<file path="config.mk">
export PLATFORM = sky130hd
export DESIGN_NAME = pe_req_arbiter
export DESIGN_NICKNAME = d
export VERILOG_FILES = /design/src/rtl/cpu_pkg.sv /design/src/rtl/pe_find_comb.sv /design/src/rtl/pe_req_arbiter.sv
export SDC_FILE = /design/constraint.sdc
export NUM_CORES = 1
export LEC_CHECK = 0
export CAP_MARGIN = 20
export CORE_MARGIN = 1.5
export CORE_UTILIZATION = 47
export CTS_CLUSTER_DIAMETER = 40
export DETAILED_ROUTE_END_ITERATION = 7
export PLACE_DENSITY = 0.87
export SLEW_MARGIN = 40
export SYNTH_ARGS = -nofsm -noshare
export SYNTH_HDL_FRONTEND = slang
export SYNTH_SLANG_ARGS = --single-unit
</file>
<file path="constraint.sdc">
create_clock -name clock -period 5.1 [get_ports clock]
set_clock_uncertainty 0.15 [all_clocks]
set_input_delay 1.53 -clock clock [delete_from_list [all_inputs] [get_ports clock]]
set_output_delay 1.53 -clock clock [all_outputs]
set_load 0.005 [all_outputs]
</file>
<file path="src/rtl/cpu_pkg.sv">
// Shared bus-side definitions: encoder code-width helper, default encoder size, handshake constants.
// Latency: none, declarations only.
// Backpressure: none, declarations only.
package cpu_pkg;

  // Default number of request lines on the bus-select encoder.
  localparam int PE_DEFAULT_N = 32;

  // {valid, ready} patterns seen on a bus-side valid/ready link.
  localparam logic [1:0] HS_IDLE  = 2'b00;
  localparam logic [1:0] HS_WAIT  = 2'b01;
  localparam logic [1:0] HS_STALL = 2'b10;
  localparam logic [1:0] HS_FIRE  = 2'b11;

  // Width of an index into n request lines; a single line still needs one bit.
  function automatic int pe_width(input int n);
    return (n <= 1) ? 1 : $clog2(n);
  endfunction

endpackage

</file>
<file path="src/rtl/pe_find_comb.sv">
// Descending wrap-around search: first set bit of vec visiting start, start-1, ..., 0, N-1, ..., start+1.
// Latency: combinational.
// Backpressure: none; the result is consumed by the grant register of the caller.
module pe_find_comb
  import cpu_pkg::*;
#(
  parameter int N = PE_DEFAULT_N,
  localparam int W = pe_width(N)
) (
  input  logic [N-1:0] vec,
  input  logic [W-1:0] start,
  output logic         found,
  output logic [W-1:0] idx
);

  logic         lo_hit;
  logic         hi_hit;
  logic [W-1:0] lo_idx;
  logic [W-1:0] hi_idx;

  // Highest set bit at or below start wins; otherwise the highest set bit overall,
  // which then necessarily lies above start and is the first one reached after the wrap.
  always_comb begin
    lo_hit = 1'b0;
    hi_hit = 1'b0;
    lo_idx = '0;
    hi_idx = '0;
    for (int i = 0; i < N; i++) begin
      if (vec[i]) begin
        hi_hit = 1'b1;
        hi_idx = W'(i);
        if (i <= int'(start)) begin
          lo_hit = 1'b1;
          lo_idx = W'(i);
        end
      end
    end
    found = hi_hit;
    idx   = lo_hit ? lo_idx : hi_idx;
  end

endmodule

</file>
<file path="src/rtl/pe_req_arbiter.sv">
// Sticky, maskable request arbiter presenting one encoded winner at a time (optional PE_ROUND_ROBIN_EN).
// Latency: request sampled at edge k, earliest out_valid after edge k+1; accept and next grant share an edge.
// Backpressure: out_valid/out_code freeze while out_valid & !out_ready; requests keep accumulating in pending.
module pe_req_arbiter
  import cpu_pkg::*;
#(
  parameter int          N        = PE_DEFAULT_N,
  parameter logic [N-1:0] MASK_RST = {N{1'b1}},
  localparam int         W        = pe_width(N)
) (
  input  logic         clock,
  input  logic         clear_n,
  input  logic [N-1:0] req,
  input  logic         mask_we,
  input  logic [N-1:0] mask_wdata,
  output logic [N-1:0] mask_q,
  output logic [N-1:0] pending_q,
  output logic         out_valid,
  output logic [W-1:0] out_code,
  input  logic         out_ready
);

  logic         accept;
  logic         advance;
  logic [N-1:0] clr;
  logic [N-1:0] eligible;
  logic [W-1:0] start;
  logic         found;
  logic [W-1:0] win;

  assign accept  = out_valid & out_ready;
  assign advance = ~out_valid | out_ready;

  // One-hot of the code being accepted this cycle; empty when nothing is accepted.
  always_comb begin
    clr = '0;
    for (int i = 0; i < N; i++) begin
      clr[i] = accept && (out_code == W'(i));
    end
  end

  // The index leaving this cycle is never re-granted on the same edge.
  assign eligible = pending_q & mask_q & ~clr;

`ifdef PE_ROUND_ROBIN_EN
  logic [W-1:0] rr_ptr;

  assign start = rr_ptr;

  // Search starts just below the last accepted index so every requester gets a turn.
  always_ff @(posedge clock or negedge clear_n) begin
    if (!clear_n) begin
      rr_ptr <= W'(N - 1);
    end else if (accept) begin
      rr_ptr <= (out_code == '0) ? W'(N - 1) : out_code - W'(1);
    end
  end
`else
  assign start = W'(N - 1);
`endif

  pe_find_comb #(.N(N)) u_find (
    .vec   (eligible),
    .start (start),
    .found (found),
    .idx   (win)
  );

  // Pending bits are sticky until accepted; a request on the accept edge keeps the bit set.
  // The mask only gates eligibility and never drops a pending bit.
  always_ff @(posedge clock or negedge clear_n) begin
    if (!clear_n) begin
      pending_q <= '0;
      mask_q    <= MASK_RST;
    end else begin
      pending_q <= (pending_q & ~clr) | req;
      if (mask_we) begin
        mask_q <= mask_wdata;
      end
    end
  end

  // Grant register: loads a new winner only when the output slot is empty or being drained.
  // With nothing eligible the code keeps its last value and only valid drops.
  always_ff @(posedge clock or negedge clear_n) begin
    if (!clear_n) begin
      out_valid <= 1'b0;
      out_code  <= '0;
    end else if (advance) begin
      out_valid <= found;
      if (found) begin
        out_code <= win;
      end
    end
  end

endmodule
</file>
# Word-level counts from Yosys, hierarchy flattened
# Cells that the tools add are included.
# totals
reg_bits,70
in_bits,68
wordCells,140
# op_classes
eq_ne,31
muxes,63
n_bitwise,8
reduce_logical,34
# ops
cell,n
$and A32 B32 Y32,3
$eq A5 B5 Y1 const B,16
$mux W5,16
$eq A5 B4 Y1 const B,8
$mux W1,33
$logic_and A1 B1 Y1,32
$mux W4,8
$not A32 Y32,1
$or A32 B32 Y32,1
$eq A5 B3 Y1 const B,4
$mux W3,4
$eq A5 B2 Y1 const B,2
$eq A5 B1 Y1 const B,1
$logic_not A5 Y1,1
$mux W2,2
$reduce_and A2 Y1,1
$and A1 B1 Y1,1
$not A1 Y1,1
$or A1 B1 Y1,1

# Depth between registers and ports, before layout
# Gate-level depths: netlist of run 1.
# logic_depth
word_depth,37
depth_mapped,9
mapped_depth_nobuf,7

# By module
# Synthesis of run 1 repeated with hierarchy kept, for this count alone.
# hier_totals
hier_cells,476
hier_area_um2,4264.1
# modules_own_cells
mod,n_inst,cells_each,area_per_inst_um2,seq_area_each_um2
pe_req_arbiter,1,264,2992.9,1791.7
pe_find_comb,1,212,1271.2,0.0

# Worst setup path after synthesis of run 1
# No wires, ideal clock.
# synth_timing
path_type,input to register
from,in out_ready
to,reg out_code[3]
setup_time_ps,125
arrival_time_ps,3609
t_required_ps,4825
setup_slack_ps,1216
stages,7
path_buffers,1
cell_sequence,nand4_1 > buf_2 > o211ai_1 > nand4_1 > or3_1 > o41ai_4 > mux2_2
# synth_via
elab_chain_len,37
# synth_lines
item,line,rtl
"start, declared",pe_req_arbiter.sv:20,input logic out_ready
$and A1 B1 Y1,pe_req_arbiter.sv:31,assign accept = out_valid & out_ready;
$logic_and A1 B1 Y1,pe_req_arbiter.sv:38,clr[i] = accept && (out_code == W'(i));
$not A32 Y32,pe_req_arbiter.sv:43,assign eligible = pending_q & mask_q & ~clr;
$and A32 B32 Y32,pe_req_arbiter.sv:43,
$mux W1 (32 in a row),pe_find_comb.sv:29,if (vec[i]) begin
$reduce_and A2 Y1 (no source line),n/a,
"end signal, assigned",pe_req_arbiter.sv:92,out_code <= win;
"end, declared",pe_req_arbiter.sv:19,"output logic [W-1:0] out_code,"
# Parallel ways exist; a longest one is shown, timed or not.
# A chain may end at the register's enable or synchronous reset.

# Final worst setup path of run 1
# Same ends and word-level chain as after synthesis.

==> results of run 1 <==
-- final timing paths --
| path | start | to | slack [ps] | cells after the start |
|---|---|---|---|---|
| max | out_ready | out_code[3] | 730 | 6 |
| min | pending_q[8] | pending_q[8] | 390 | 1 |
| max reg2reg | out_code[0] | out_code[3] | 1760 | 6 |
| min reg2reg | pending_q[8] | pending_q[8] | 390 | 1 |
| max in group asynchronous | clear_n | mask_q[7] | 3240 | 2 |
| min in group asynchronous | clear_n | pending_q[28] | 940 | 1 |
-- worst max-delay path, stage by stage --
cell	delay (ps)
sky130_fd_sc_hd__clkdlybuf4s50_1	570
sky130_fd_sc_hd__nand4b_2	350
sky130_fd_sc_hd__o41ai_1	580
sky130_fd_sc_hd__or4b_4	560
sky130_fd_sc_hd__o41ai_4	480
sky130_fd_sc_hd__mux2_2	390
-- power groups by stage --
stage / clock network, mW / logic (mW) / registers [mW]
after floorplan: 0 / 0.147 / 0.647
after global placement: 0 / 0.301 / 0.661
after detailed placement: 0 / 0.309 / 0.662
after CTS: 0.615 / 0.312 / 0.653
after global routing: 0.632 / 0.336 / 0.659
final: 0.605 / 0.310 / 0.653
-- placed cells by master (no fill, tap or decap), drive strengths merged, types with 3 or more instances in the layout --
cell             n
dfstp           32
nand4            8
o211a            5
o21ai           36
or3              4
nand2           21
clkbuf           9
o41ai            3
inv              4
nand3b           3
o2111ai          3
nand2b          34
clkdlybuf4s50  136
buf              5
mux2            33
or3b             3
o211ai          23
o21bai           3
a21o             4
a21oi            6
dfrtp           38
nand3            5
bufinv           4
nor2            10
-- state kept, by name, summed over array words and instances (netlist names) --
| name | flops |
|---|---|
| out_code | 5 |
| pending_q | 32 |
| mask_q | 32 |
| out_valid | 1 |
-- final cells by class --
type,count,area [µm²],share of cell area [%]
repair buffers,141,1410,27.0
clock inverters,7,145,2.78
flip-flops and latches,70,1790,34.3
inverters,3,11.3,0.216
well taps,99,124,2.37
clock buffers,9,124,2.37
multi-input cells,228,1610,30.9
-- through the flow --
stage	setup slack, ps	instances	utilization, %	cell area, µm²	hold slack [ps]
2_1_floorplan	1220	316	-	3490	350
3_3_place_gp	444	540	68.3	4930	360
3_5_place_dp	380	541	68.6	4950	363
4_1_cts	723	557	72.4	5220	384
5_1_grt	503	557	72.4	5220	420
6_report	731	557	72.4	5220	386
-- metal layers --
layer / share of wire (%) / wire [µm] / vias up / track usage, %
met5: 0 / 0 / - / 0
met4: 2.0 / 203 / 0 / 9.93
met3: 7.2 / 721 / 19 / 7.76
met2: 50 / 5040 / 120 / 43.8
met1: 41 / 4070 / 1476 / 32.3
li1: - / - / 1449 / -
-- logic make-up (layout without fill, tap and decap cells) --
family / after synthesis / count (layout) / synth area share [%]
flip-flops: 70 / 70 / 51.3
buffers and inverters: 18 / 160 / 2.44
AND/OR/NAND/NOR: 101 / 101 / 16.7
multiplexers: 33 / 33 / 10.6
AO/OA/AOI/OAI: 94 / 94 / 18.8
==> flow_summary.rst, run 1 <==
.. list-table::
   :header-rows: 1

   * - Metric
     - Value
   * - Outcome
     - complete, no violations
   * - Number of diodes
     - 0
   * - Average footprint of a synthesized cell
     - between 10 and 15 µm²
   * - TritonCTS buffer count
     - 9
   * - Clock tree from TritonCTS
     - done
   * - Number of synthesized register bits
     - 70
   * - Final-report setup violation count
     - 0
   * - Fraction of power spent switching nets
     - 25.9%
   * - Residual overflow from global routing
     - 0
   * - Root buffer cell
     - sky130_fd_sc_hd__clkbuf_8
   * - Number of max-capacitance violations reported
     - 0
   * - Startpoint types
     - input pin
   * - First-pass GRT wire length
     - ~15 mm
   * - Post-Route WL
     - 10.0 mm
   * - Die Footprint
     - 0.00795 mm²
   * - Count of standard-cell rows
     - 31
   * - DR vias/cell
     - ~5.5
   * - Biggest fanout along the worst timing path
     - 16
   * - Violation count after the first detailed-route iteration
     - ~170
   * - Number of antenna violations at the first check in global routing
     - 0
   * - Max Fclk
     - approximately 0.23 GHz
   * - CTS clk-pin slew, worst paths
     - around 80 ps
   * - Number of global-route vias before repair
     - 3044
   * - Overall power
     - around 1.6 mW
   * - Effective utilization at floorplan
     - 48.4%
   * - Lkg Pwr
     - 1.90 nW
   * - Chip Width
     - between 80 and 90 µm
   * - Post-Synthesis Net Count
     - around 380
   * - WP data arrival
     - about 4500 ps
   * - Skew-Pair Late Insertion Delay
     - approximately 360 ps
   * - Combinational group share of total power
     - 19.8%
   * - HP Class
     - reg -> reg
   * - Buffers added on ports
     - about 140
   * - Number of distinct standard cells referenced by the synthesized netlist
     - 44
   * - Register area share after synthesis
     - between 50 and 60%
   * - Critical path class
     - in -> reg
   * - Post-cts sizing count
     - 0
   * - Core footprint
     - between 0.007 and 0.008 mm²
   * - Share of Yosys cell area claimed by the top area cell type
     - ~27%
   * - Area growth syn-to-layout
     - 49.6%
   * - P per Cell Area
     - 301 mW/mm²
   * - Top area cells in the synthesized netlist
     - sky130_fd_sc_hd__dfrtp_1 (27%), sky130_fd_sc_hd__dfstp_2 (24%), sky130_fd_sc_hd__mux2_2 (11%)
   * - Fraction of layout cells with a size suffix above 1
     - around 21%
   * - Die boundary height
     - about 89 µm
   * - Data required time at the worst endpoint
     - around 5200 ps
   * - Netlist area before placement
     - between 0.003 and 0.004 mm²
   * - RSZ-0062 raised after global routing
     - no
   * - Net total in the final layout
     - roughly 520
   * - Drt drc
     - 0
   * - Post-synthesis cell count
     - 316
   * - DRT antenna net count
     - 0
   * - Hold-fix buffer count after cts
     - 0
   * - Number of flops mapped to enable cells by yosys
     - 0
   * - Via count of the routed design
     - 3064
   * - Category of the worst setup path capture point
     - flop
   * - Post CTS Setup Buffer Count
     - 0
   * - Top cell types by occurrence after synthesis
     - sky130_fd_sc_hd__dfrtp_1 (38), sky130_fd_sc_hd__o21ai_0 (36), sky130_fd_sc_hd__nand2b_1 (34)
   * - Sequential Power Share
     - a little over two fifths
   * - Most frequent cell after synthesis
     - sky130_fd_sc_hd__dfrtp_1
   * - Number of sinks on the clock net
     - 70
   * - I/O pin total
     - ~140
   * - Maximum level of the CTS H-tree
     - 3
   * - Power Internal
     - approximately 1.2 mW
   * - Max IR drop VDD
     - between 200 and 250 µV
   * - Share of async-settable or async-resettable flops after synthesis
     - 100%
   * - Cell type with the largest total area after synthesis
     - sky130_fd_sc_hd__dfrtp_1
   * - Final-report hold violation count
     - 0
   * - Setup tns final
     - 0 ps
   * - Initial DRT Pass Iterations
     - 4
   * - Global-route usage over all layers
     - about a quarter
   * - Fraction of power consumed by the clock network
     - between 30% and 40%
   * - Filler Cell Count
     - ~550
   * - Average wire per cell in the routed design
     - around 18 µm
   * - Max Root-Sink Buffers
     - 2
   * - Most common flop cell mapped by yosys
     - sky130_fd_sc_hd__dfrtp_1
   * - Switching power
     - roughly 0.41 mW
   * - Gp weighted congestion
     - slightly above 0.9
   * - Dpl hpwl
     - between 7 and 8 mm
   * - Post-route fraction of the period consumed by the critical path
     - 85.7%
   * - Largest net degree at the start of global routing
     - 40
   * - Warning count from the yosys run
     - 0
   * - Final Max Slew Viols
     - 0
   * - Post-layout minimum cycle time
     - approximately 4400 ps
   * - Slew at the pin closest to its max-slew limit
     - 527 ps
   * - Worst-case headroom to the max-slew limit
     - between 60% and 70%
Power figures use the tool's default switching activity.
==> inputs of run 2 (changes only) <==
--- a/config.mk
+++ b/config.mk
@@ -5,12 +5,13 @@
 export SDC_FILE = /design/constraint.sdc
 export NUM_CORES = 1
 export LEC_CHECK = 0
-export CAP_MARGIN = 20
+export CELL_PAD_IN_SITES_DETAIL_PLACEMENT = 1
+export CELL_PAD_IN_SITES_GLOBAL_PLACEMENT = 1
 export CORE_MARGIN = 1.5
-export CORE_UTILIZATION = 47
+export CORE_UTILIZATION = 35
 export CTS_CLUSTER_DIAMETER = 40
 export DETAILED_ROUTE_END_ITERATION = 7
-export PLACE_DENSITY = 0.87
+export PLACE_DENSITY = 0.86
 export SLEW_MARGIN = 40
 export SYNTH_ARGS = -nofsm -noshare
 export SYNTH_HDL_FRONTEND = slang
==> flow_summary.rst, run 2 (same netlist as run 1, synthesis figures left out) <==
.. list-table::
   :header-rows: 1

   * - Metric
     - Value
   * - RR Startpoint
     - out_code[1]
   * - Average wire per cell in the routed design
     - 19.1 µm (+6.2%)
   * - Maximum level of the CTS H-tree
     - 3 (unchanged)
   * - Max Fclk
     - 0.226 GHz (-1.1%)
   * - Chip Width
     - 103 µm (+15%)
   * - Post CTS Setup Buffer Count
     - 0 (unchanged)
   * - Core footprint
     - 0.00973 mm² (+35%)
   * - Largest net degree at the start of global routing
     - 71 (+78%)
   * - Buffers added on ports
     - 137 (unchanged)
   * - Net total in the final layout
     - 520 (-0.19%)
   * - WP data arrival
     - 4510 ps (+50 ps)
   * - Number of global-route vias before repair
     - 3342 (+9.8%)
   * - Max IR drop VDD
     - 165 µV (-33%)
   * - Leading cell types in the layout, fill and taps excluded
     - sky130_fd_sc_hd__clkdlybuf4s50_1 (136), sky130_fd_sc_hd__dfrtp_1 (38), sky130_fd_sc_hd__o21ai_0 (36), sky130_fd_sc_hd__nand2b_1 (34), sky130_fd_sc_hd__mux2_2 (33)
   * - Count of standard-cell rows
     - 36 (+16%)
   * - DR vias/cell
     - 5.19 (-5.6%)
   * - Initial DRT Pass Iterations
     - 4 (unchanged)
   * - Max incr delay on CP
     - 590 ps (about the same)
   * - Worst-case headroom to the max-slew limit
     - 57.8% (-6.9 points)
   * - Worst min-delay path startpoint
     - mask_q[23]
   * - Number of buffer and inverter stages on the critical path
     - 1 (unchanged)
   * - Violation count after the first detailed-route iteration
     - 174 (+5.5%)
   * - Number of diodes
     - 0 (unchanged)
   * - Core utilization of the finished layout
     - 53.4% (-19 points)
   * - Outcome
     - complete, no violations
   * - Drt drc
     - 0 (unchanged)
   * - Residual overflow from global routing
     - 0 (unchanged)
   * - Via count of the routed design
     - 3063 (-0.033%)
   * - I/O pin total
     - 138 (unchanged)
   * - TritonCTS buffer count
     - 9 (unchanged)
   * - Largest registers
     - mask_q: 32 flops, pending_q: 32 flops, out_code: 5 flops
   * - Source of the critical timing path
     - out_ready
   * - Critical path class
     - in -> reg
   * - Gp weighted congestion
     - 0.837 (-8.1%)
   * - Filler Cell Count
     - 1078 (+95%)
   * - Number of max-capacitance violations reported
     - 0 (unchanged)
   * - Startpoint types
     - input pin
   * - HP Class
     - reg -> reg
   * - Number of sinks on the clock net
     - 70 (unchanged)
   * - Post-cts sizing count
     - 0 (unchanged)
   * - Setup tns final
     - 0 ps (unchanged)
   * - Post-route fraction of the period consumed by the critical path
     - 86.6% (+0.95 points)
   * - CP Cell Sequence
     - clkdlybuf4s50_1, nand4b_2, o41ai_1, or4b_4, o41ai_4, mux2_2
   * - Root buffer cell
     - sky130_fd_sc_hd__clkbuf_8
   * - Slew at the pin closest to its max-slew limit
     - 632 ps (+106 ps)
   * - Number of antenna violations at the first check in global routing
     - 0 (unchanged)
   * - Clock tree from TritonCTS
     - done
   * - Biggest fanout along the worst timing path
     - 16 (unchanged)
   * - Final Max Slew Viols
     - 0 (unchanged)
   * - Die Footprint
     - 0.0106 mm² (+33%)
   * - Hold-fix buffer count after cts
     - 0 (unchanged)
   * - Family of cells with the greatest summed delay on the critical path
     - compound AO/OA/AOI/OAI gates
   * - CTS clk-pin slew, worst paths
     - 80 ps (about the same)
   * - Post-Route WL
     - 11.3 mm (+12%)
   * - Most common cell after layout, fill and taps aside
     - sky130_fd_sc_hd__clkdlybuf4s50_1
   * - Skew-Pair Late Insertion Delay
     - 350 ps (about the same)
   * - Lkg Pwr
     - 1.87 nW (-1.7%)
   * - Area growth syn-to-layout
     - 49.0%
   * - Category of the worst setup path capture point
     - flop
   * - P per Cell Area
     - 285 mW/mm² (-5.3%)
   * - Dpl hpwl
     - 8.51 mm (+14%)
   * - Final-report setup violation count
     - 0 (unchanged)
   * - Cell with the largest stage delay on the worst path
     - sky130_fd_sc_hd__o41ai_1
   * - Overall power
     - 1.48 mW (-5.7%)
   * - Data required time at the worst endpoint
     - 5190 ps (about the same)
   * - Max Root-Sink Buffers
     - 2 (unchanged)
   * - First-pass GRT wire length
     - 17.9 mm (+16%)
   * - Global-route usage over all layers
     - 22.4% (-3.9 points)
   * - Die boundary height
     - 103 µm (+15%)
   * - RSZ-0062 raised after global routing
     - no
   * - Final-report hold violation count
     - 0 (unchanged)
   * - Effective utilization at floorplan
     - 35.9% (-13 points)
   * - Fraction of layout cells with a size suffix above 1
     - 20.4% (-0.17 points)
   * - Post-layout minimum cycle time
     - 4420 ps (+48.6 ps)
   * - DRT antenna net count
     - 0 (unchanged)
run 2: cell type report:
class	instances	area [µm²]	area share [%]
Timing Repair Buffer	140	1400	26.8
Tap cell	133	166	3.20
Sequential cell	70	1790	34.5
Clock buffer	9	124	2.38
Clock inverter	7	97.6	1.88
Inverter	3	11.3	0.217
Multi-Input combinational cell	228	1610	31.0
run 2: per-stage QoR:
stage,hold WS [ps],cell area (µm²),std cells,setup slack (ps)
6_report,376,5200,590,682
5_1_grt,406,5200,590,505
4_1_cts,380,5200,590,684
3_5_place_dp,368,4980,574,319
3_3_place_gp,362,4970,574,437
2_1_floorplan,350,3490,316,1220
run 2: worst paths after layout:
path	cells past startpoint	endpoint	slack, ps
max	6	out_code[3]	680
min	2	mask_q[23]	380
max reg2reg	6	out_code[3]	1700
min reg2reg	2	mask_q[23]	380
max in group asynchronous	1	pending_q[13]	3330
min in group asynchronous	1	pending_q[28]	1020
run 2: worst reg2reg max path, cell delays in order, from the launching register on:
cell and delay [ps]:
sky130_fd_sc_hd__dfrtp_1 560, sky130_fd_sc_hd__or3b_1 590, sky130_fd_sc_hd__o211ai_1 400, sky130_fd_sc_hd__nand2_1 180, sky130_fd_sc_hd__or3_1 450, sky130_fd_sc_hd__o41ai_4 560
sky130_fd_sc_hd__mux2_2 400
run 2: power breakdown:
part,switching (mW),total [mW],internal [mW]
Combinational,0.139,0.313,0.174
Clock,0.235,0.512,0.277
Sequential,0.0443,0.654,0.610
run 2: metal layers:
| layer | wire (µm) | track usage, % | up-vias |
|---|---|---|---|
| met5 | 0 | 0 | - |
| met4 | 150 | 5.20 | 0 |
| met3 | 607 | 5.42 | 11 |
| met2 | 5800 | 39.0 | 89 |
| met1 | 4730 | 28.2 | 1514 |
| li1 | - | - | 1449 |
==> inputs of run 3 (changes only) <==
--- a/config.mk
+++ b/config.mk
@@ -11,7 +11,9 @@
 export CORE_UTILIZATION = 35
 export CTS_CLUSTER_DIAMETER = 40
 export DETAILED_ROUTE_END_ITERATION = 7
-export PLACE_DENSITY = 0.86
+export PLACE_DENSITY_LB_ADDON = 0.1
+export RECOVER_POWER = 50
+export SETUP_SLACK_MARGIN = 0.02
 export SLEW_MARGIN = 40
 export SYNTH_ARGS = -nofsm -noshare
 export SYNTH_HDL_FRONTEND = slang
==> flow_summary.rst, run 3 (same netlist as run 1, synthesis figures left out) <==
.. list-table::
   :header-rows: 1

   * - Metric
     - Value
   * - Count of standard-cell rows
     - 36 (unchanged)
   * - Dpl ws
     - 244 ps (-75.1 ps)
   * - Maximum level of the CTS H-tree
     - 3 (unchanged)
   * - Slew at the pin closest to its max-slew limit
     - 3210 ps (+2580 ps)
   * - CTS clk-pin slew, worst paths
     - 90 ps (about the same)
   * - Worst-case headroom to the max-slew limit
     - -114% (-170 points)
   * - Startpoint types
     - input pin
   * - Skew-Pair Late Insertion Delay
     - 350 ps (about the same)
   * - Critical path class
     - in -> reg
   * - Core footprint
     - 0.00973 mm² (unchanged)
   * - Post-route worst setup slack
     - 514 ps (-168 ps)
   * - Chip Width
     - 103 µm (unchanged)
   * - I/O pin total
     - 138 (unchanged)
   * - TritonCTS buffer count
     - 9 (unchanged)
   * - Global-route usage over all layers
     - 22.3% (-0.091 points)
   * - Clock tree from TritonCTS
     - done
   * - Leading cell types in the layout, fill and taps excluded
     - sky130_fd_sc_hd__clkdlybuf4s50_1 (134), sky130_fd_sc_hd__dfrtp_1 (38), sky130_fd_sc_hd__o21ai_0 (36), sky130_fd_sc_hd__nand2b_1 (34), sky130_fd_sc_hd__mux2_2 (33)
   * - Post-layout minimum cycle time
     - 4590 ps (+168 ps)
   * - Max Root-Sink Buffers
     - 2 (unchanged)
   * - Dpl hpwl
     - 8.52 mm (about the same)
   * - Buffers added on ports
     - 137 (unchanged)
   * - DRT antenna net count
     - 0 (unchanged)
   * - Number of sinks on the clock net
     - 70 (unchanged)
   * - Post-cts sizing count
     - 0 (unchanged)
   * - Lkg Pwr
     - 1.86 nW (-0.65%)
   * - Data required time at the worst endpoint
     - 5180 ps (about the same)
   * - Largest registers
     - mask_q: 32 flops, pending_q: 32 flops, out_code: 5 flops
   * - Area growth syn-to-layout
     - 48.3%
   * - Final-report hold violation count
     - 0 (unchanged)
   * - Violations in the final reports
     - capacitance limit, slew limit
   * - Average wire per cell in the routed design
     - 19.5 µm (+1.8%)
   * - Number of global-route vias before repair
     - 3354 (+0.36%)
   * - First-pass GRT wire length
     - 17.7 mm (-1.1%)
   * - Fin cells
     - 591 (+0.17%)
   * - Max IR drop VDD
     - 135 µV (-18%)
   * - RSZ-0062 raised after global routing
     - no
   * - Via count of the routed design
     - 3111 (+1.6%)
   * - Outcome
     - finished with violations
   * - Residual overflow from global routing
     - 0 (unchanged)
   * - Overall power
     - 1.44 mW (-2.5%)
   * - Gp weighted congestion
     - 0.849 (+1.5%)
   * - Setup tns final
     - 0 ps (unchanged)
   * - Biggest fanout along the worst timing path
     - 16 (unchanged)
   * - Final Max Slew Viols
     - 71 (+71)
   * - HP Class
     - reg -> reg
   * - P per Cell Area
     - 279 mW/mm² (-2.0%)
   * - Filler Cell Count
     - 1106 (+2.6%)
   * - Number of max-capacitance violations reported
     - 1 (+1)
   * - Largest net degree at the start of global routing
     - 71 (unchanged)
   * - WP data arrival
     - 4670 ps (+160 ps)
   * - Most common cell after layout, fill and taps aside
     - sky130_fd_sc_hd__clkdlybuf4s50_1
   * - Die boundary height
     - 103 µm (unchanged)
   * - Net total in the final layout
     - 521 (+0.19%)
   * - DR vias/cell
     - 5.26 (+1.4%)
   * - Number of diodes
     - 0 (unchanged)
   * - Die Footprint
     - 0.0106 mm² (unchanged)
   * - Number of antenna violations at the first check in global routing
     - 0 (unchanged)
   * - Total placed cells including tap cells
     - 574 (unchanged)
   * - Root buffer cell
     - sky130_fd_sc_hd__clkbuf_8
   * - Initial DRT Pass Iterations
     - 4 (unchanged)
   * - Category of the worst setup path capture point
     - flop
   * - Drt drc
     - 0 (unchanged)
   * - Violation count after the first detailed-route iteration
     - 177 (+1.7%)
   * - Fraction of layout cells with a size suffix above 1
     - 19.9% (-0.48 points)
   * - Effective utilization at floorplan
     - 35.9% (unchanged)
   * - Hold-fix buffer count after cts
     - 0 (unchanged)
   * - Post-route fraction of the period consumed by the critical path
     - 89.9% (+3.3 points)
   * - Final-report setup violation count
     - 0 (unchanged)
   * - Max Fclk
     - 0.218 GHz (-3.7%)
   * - Post-Route WL
     - 11.5 mm (+1.9%)
   * - Post CTS Setup Buffer Count
     - 0 (unchanged)
## run 3: final timing paths
| check | slack [ps] | cells after the start | end | from |
|---|---|---|---|---|
| hold reg to reg | 380 | 2 | mask_q[23] | mask_q[23] |
| hold / removal | 380 | 2 | mask_q[23] | mask_q[23] |
| min in group asynchronous | 2240 | 1 | pending_q[28] | clear_n |
| setup / recovery | 510 | 6 | out_code[3] | out_ready |
| setup reg to reg | 1760 | 6 | out_code[3] | out_code[1] |
| max in group asynchronous | 740 | 1 | pending_q[18] | clear_n |
## run 3: through the flow
stage	instance area (µm²)	util, %	hold WS (ps)
after floorplan	3490	-	350
after global placement	4970	51.1	360
after detailed placement	4970	51.1	370
after CTS	5180	53.2	388
after global routing	5170	53.2	423
final	5170	53.2	381
## run 3: layout make-up
class,count,area (µm²),area share [%]
Tap cell,133,166,3.22
Clock buffer,10,138,2.66
Multi-Input combinational cell,228,1610,31.2
Sequential cell,70,1790,34.6
Clock inverter,6,67.6,1.31
Timing Repair Buffer,141,1390,26.8
Inverter,3,11.3,0.218
## run 3: power by group
part	switching (mW)	leakage (nW)	internal (mW)
clock network	0.233	0.0993	0.242
registers	0.0443	0.680	0.610
logic	0.140	1.08	0.173
total	0.418	1.86	1.02
## run 3: routing by layer
metal / GRT usage [%] / vias up / wire (µm)
met3: 4.34 / 13 / 589
met4: 6.34 / 0 / 134
met5: 0 / - / 0
met2: 38.9 / 105 / 5710
li1: - / 1457 / -
met1: 28.2 / 1536 / 5070
## run 3: worst max-delay path: stages
cell	delay, ps
sky130_fd_sc_hd__dlygate4sd3_1	670
sky130_fd_sc_hd__nand4b_2	380
sky130_fd_sc_hd__o41ai_1	620
sky130_fd_sc_hd__or4b_4	570
sky130_fd_sc_hd__o41ai_4	500
sky130_fd_sc_hd__mux2_2	390
